--- src/rtl/adc_spi_responder.sv ---
// adc_spi_responder: SPI slave that emulates a 12-bit two-channel ADC.
// Oversamples sclk/mosi/cs_n on clk and returns the selected code on miso.
module adc_spi_responder (
    input  logic        clk,
    input  logic        reset,
    input  logic        sclk,
    input  logic        mosi,
    input  logic        cs_n,
    input  logic [11:0] code_ch0,
    input  logic [11:0] code_ch1,
    output logic        miso,
    output logic        ch_sel,
    output logic        sgl_diff,
    output logic        frame_done,
    output logic        frame_err
);

    typedef enum logic [1:0] {
        IDLE,
        CFG,
        NUL,
        DATA
    } state_t;

    state_t      state;
    logic        sclk_s1;
    logic        sclk_s2;
    logic        sclk_s3;
    logic        mosi_s1;
    logic        mosi_s2;
    logic        cs_s1;
    logic        cs_s2;
    logic [11:0] shreg;
    logic [4:0]  cnt;
    logic        rise;
    logic        fall;

    // Two-flop synchronisers plus a third sclk stage for edge detection
    always_ff @(posedge clk) begin
        if (!reset) begin
            sclk_s1 <= 1'b0;
            sclk_s2 <= 1'b0;
            sclk_s3 <= 1'b0;
            mosi_s1 <= 1'b0;
            mosi_s2 <= 1'b0;
            cs_s1   <= 1'b0;
            cs_s2   <= 1'b0;
        end else begin
            sclk_s1 <= sclk;
            sclk_s2 <= sclk_s1;
            sclk_s3 <= sclk_s2;
            mosi_s1 <= mosi;
            mosi_s2 <= mosi_s1;
            cs_s1   <= cs_n;
            cs_s2   <= cs_s1;
        end
    end

    assign rise = sclk_s2 & ~sclk_s3;
    assign fall = ~sclk_s2 & sclk_s3;

    // Frame state machine; rises sample mosi, falls update miso
    always_ff @(posedge clk) begin
        if (!reset) begin
            state      <= IDLE;
            miso       <= 1'b0;
            ch_sel     <= 1'b0;
            sgl_diff   <= 1'b0;
            frame_done <= 1'b0;
            frame_err  <= 1'b0;
            shreg      <= '0;
            cnt        <= '0;
        end else begin
            frame_done <= 1'b0;
            frame_err  <= 1'b0;
            if (cs_s2 && state != IDLE) begin
                // Chip select dropped mid-frame; it beats a same-cycle rise
                state     <= IDLE;
                miso      <= 1'b0;
                frame_err <= 1'b1;
            end else begin
                unique case (state)
                    IDLE: begin
                        if (fall) miso <= 1'b0;
                        if (rise && mosi_s2 && !cs_s2) begin
                            state <= CFG;
                            cnt   <= 5'd1;
                        end
                    end
                    CFG: begin
                        if (rise) begin
                            cnt <= cnt + 5'd1;
                            if (cnt == 5'd1) begin
                                sgl_diff <= mosi_s2;
                            end else if (cnt == 5'd2) begin
                                ch_sel <= mosi_s2;
                                shreg  <= mosi_s2 ? code_ch1 : code_ch0;
                            end else begin
                                state <= NUL;
                            end
                        end
                    end
                    NUL: begin
                        if (fall) miso <= 1'b0;
                        if (rise) begin
                            state <= DATA;
                            cnt   <= cnt + 5'd1;
                        end
                    end
                    DATA: begin
                        if (fall) begin
                            miso  <= shreg[11];
                            shreg <= {shreg[10:0], 1'b0};
                        end
                        if (rise) begin
                            cnt <= cnt + 5'd1;
                            if (cnt == 5'd16) begin
                                state      <= IDLE;
                                frame_done <= 1'b1;
                            end
                        end
                    end
                    default: state <= IDLE;
                endcase
            end
        end
    end

endmodule

--- config.mk ---
export PLATFORM = sky130hd
export DESIGN_NAME = adc_spi_responder
export DESIGN_NICKNAME = d
export VERILOG_FILES = /design/src/rtl/adc_spi_responder.sv
export SDC_FILE = /design/constraint.sdc
export NUM_CORES = 1
export LEC_CHECK = 0
export BUFFER_PORTS_ARGS = -buffer_cell sky130_fd_sc_hd__buf_4
export CAP_MARGIN = 20
export CORE_ASPECT_RATIO = 0.75
export CORE_MARGIN = 5
export CORE_UTILIZATION = 59
export DETAILED_ROUTE_END_ITERATION = 10
export PLACE_DENSITY = 0.9
export SLEW_MARGIN = 10
export SYNTH_ARGS = -nofsm -noshare
export SYNTH_HDL_FRONTEND = slang
export SYNTH_SLANG_ARGS = --single-unit
--- constraint.sdc ---
create_clock -name clk -period 2.82 [get_ports clk]
set_clock_uncertainty 0.1 [all_clocks]
set_input_delay 0.564 -clock clk [delete_from_list [all_inputs] [get_ports clk]]
set_output_delay 0.564 -clock clk [all_outputs]
set_load 0.02 [all_outputs]
==> flow_summary.yaml <==
detailed_routing:
  wire_per_inst_um: 13.34
  first_pass_iters: 4
  wirelength_um: 3669
  via_per_inst: 5.647
  drc_errors: 0
  ant_nets: 0
  vias: 1553
  first_iter_violations: 141
timing:
  finalHoldViolations: 0
  slew_headroom_pct: 72.47
  period_minus_slack_ns: 2.168
  setup_viol: 0
  fin_ws_ns: 0.6518
  finalMaxSlewViolations: 0
  worst_pin_slew_ns: 0.4112
  finalSetupTns_ns: 0
  timing.fmax_mhz: 461.2
  rsz0062_at_grt: "no"
  post-route-period-util_pct: 76.89
floorplanning:
  io_pins: 34
  die_h_um: 57.46
  start_util_pct: 60.80
  die-area_um2: 4210
  die_w_um: 73.28
  core_region_area_um2: 2914
  fp-row-count: 17
placed_design:
  hpwl_um: 2644
  dp_slack_ns: 0.7206
  gp_congestion: 0.8513
  port_buffers: 33
clocking:
  htreeDepth: 2
  cts_setup_buffers: 0
  cts-resized-gates: 0
  cts_inserted_buffers: 5
  clock_latency_ns: 0.29
  cts_tree: "yes"
  cts_hold_buffers: 0
  clk_path_buf_depth: 2
  cts.sinks: 31
  cts-root-buf: "clkbuf_8"
  path_clk_slew_ns: 0.06
logic_synthesis:
  yosysTopAreaCellShare_pct: 35.03
  synth_nets: 241
  synthDistinctLibCells: 38
  yosys_warnings: 0
  async_flop_share_pct: 0
  synth_ff_type: "dfxtp_1"
  netlist_instances: 203
  synth_largest_area_cell: "dfxtp_1"
  syn-cell-area_um2: 1772
  ys_seq_area_share_pct: 35.03
  ys_seq_elements: 31
  synth_edf_count: 0
  avgSynthCellArea_um2: 8.728
  synthTopCellsByArea: "dfxtp_1 35%, mux2i_1 8.5%, o21ai_0 6.8%"
setup_path:
  cp-startpoint: "state[1]"
  startpoint_type: "flop"
  path_max_fanout: 13
  cp_slowest_stage_delay_ns: 0.47
  cp_data_required_time_ns: 2.94
  arrival_ns: 2.29
  end_kind: "flop"
  slowest_stage: "or4_1"
  cp_top_family: "simple AND/OR/NAND/NOR gates"
  critPathBufInv: 2
  crit_type: "reg2reg"
  cp_cell_sequence: "inv_1 -> ha_1 -> nor4b_4 -> a32oi_1 -> buf_4 -> or4_1 -> a21boi_1"
  r2r_start: "state[1]"
global_route:
  grt_max_degree: 30
  grt_overflow: 0
  antenna_found_initial: 0
  grt_usage_pct: 18.73
  grt_pass1_vias: 1415
  grt_pass1_wl_um: 6120
layout:
  finalNetCount: 274
  diodes: 0
  mostFrequentLayoutCell: "buf_4"
  syn_to_final_growth_pct: 19.35
  drive_gt1_share_pct: 23.21
  n_fill_cell: 219
  layout_common_cells: "40 x buf_4, 31 x dfxtp_1, 24 x o21ai_0"
flow_run:
  drv_cap: 0
pwr:
  power_density_nw_per_um2: 536.5
  p_leak_nw: 0.8236
  peakVddDrop_mv: 0.3586
min_path:
  hold_class: "reg2reg"
  min-delay-start: "cs_s1"
outcome:
  status: "finished clean"
final cells by class:
class / instances / area, um2 / share of cell area, %
well taps: 38 / 47.55 / 2.249
clock inverters: 2 / 12.51 / 0.5917
clock buffers: 6 / 72.57 / 3.432
flip-flops and latches: 31 / 620.6 / 29.35
inverters: 6 / 22.52 / 1.065
repair buffers: 40 / 300.3 / 14.20
multi-input cells: 152 / 1039 / 49.11
metrics by stage:
stage	power, mW	hold slack (ns)	util [%]	std cells	cell area, um2
final	1.135	0.3346	72.56	275	2115
after global routing	1.198	0.3432	72.56	275	2115
after CTS	1.134	0.3367	72.56	275	2115
after detailed placement	0.7982	0.3216	69.64	267	2029
after global placement	0.7926	0.3140	69.64	267	2029
after floorplan	0.7125	0.3119	-	203	1772
synthesized netlist by cell type (all sizes together) (2+ instances only):
| cell type | number |
|---|---|
| mux2i | 15 |
| or3 | 2 |
| nand2b | 3 |
| nand4bb | 2 |
| o221a | 3 |
| a21oi | 5 |
| and2 | 8 |
| o21ai | 30 |
| nand4 | 3 |
| and3 | 2 |
| dfxtp | 31 |
| nor2b | 8 |
| ha | 9 |
| clkbuf | 11 |
| buf | 3 |
| or2 | 2 |
| nand3 | 13 |
| inv | 6 |
| nor3 | 3 |
| a21boi | 13 |
| nor2 | 5 |
| nand2 | 15 |
where the power goes:
group | switching, mW | leakage [nW] | internal [mW]
Sequential | 0.0188 | 0.251 | 0.457
Clock | 0.164 | 0.0412 | 0.172
Combinational | 0.178 | 0.531 | 0.145
Total | 0.361 | 0.824 | 0.774
logic make-up after synthesis:
family / count (synthesis) / share of synthesized area, %
and+or+nand+nor: 70 / 22.81
AOI/OAI and AO/OA: 58 / 20.97
DFF: 31 / 35.03
buffers and inverters: 20 / 6.356
muxes: 15 / 8.474
adders and majority gates: 9 / 6.356
sequential cells by signal, summed over array words and instances (netlist names):
register / cells
sgl_diff: 1
miso: 1
mosi_s2: 1
frame_err: 1
sclk_s1: 1
shreg: 12
frame_done: 1
cs_s1: 1
cs_s2: 1
mosi_s1: 1
state: 2
ch_sel: 1
cnt: 5
sclk_s2: 1
sclk_s3: 1
per-layer routing:
layer	vias up	share of wire, %	track usage (%)	routed length (um)
met1	703	48	25.61	1778
met5	-	0	0	0
met3	10	7.1	5.634	262
met4	0	2.8	11.05	104
li1	790	-	-	-
met2	50	42	25.61	1523
final timing paths:
check,end,slack (ns),cells after the start
worst max-delay path,shreg[0],0.65,7
worst max register to register,shreg[0],0.65,7
worst min-delay path,cs_s2,0.33,1
worst min register to register,cs_s2,0.33,1
No activity file was read; power rests on OpenSTA's default activity.
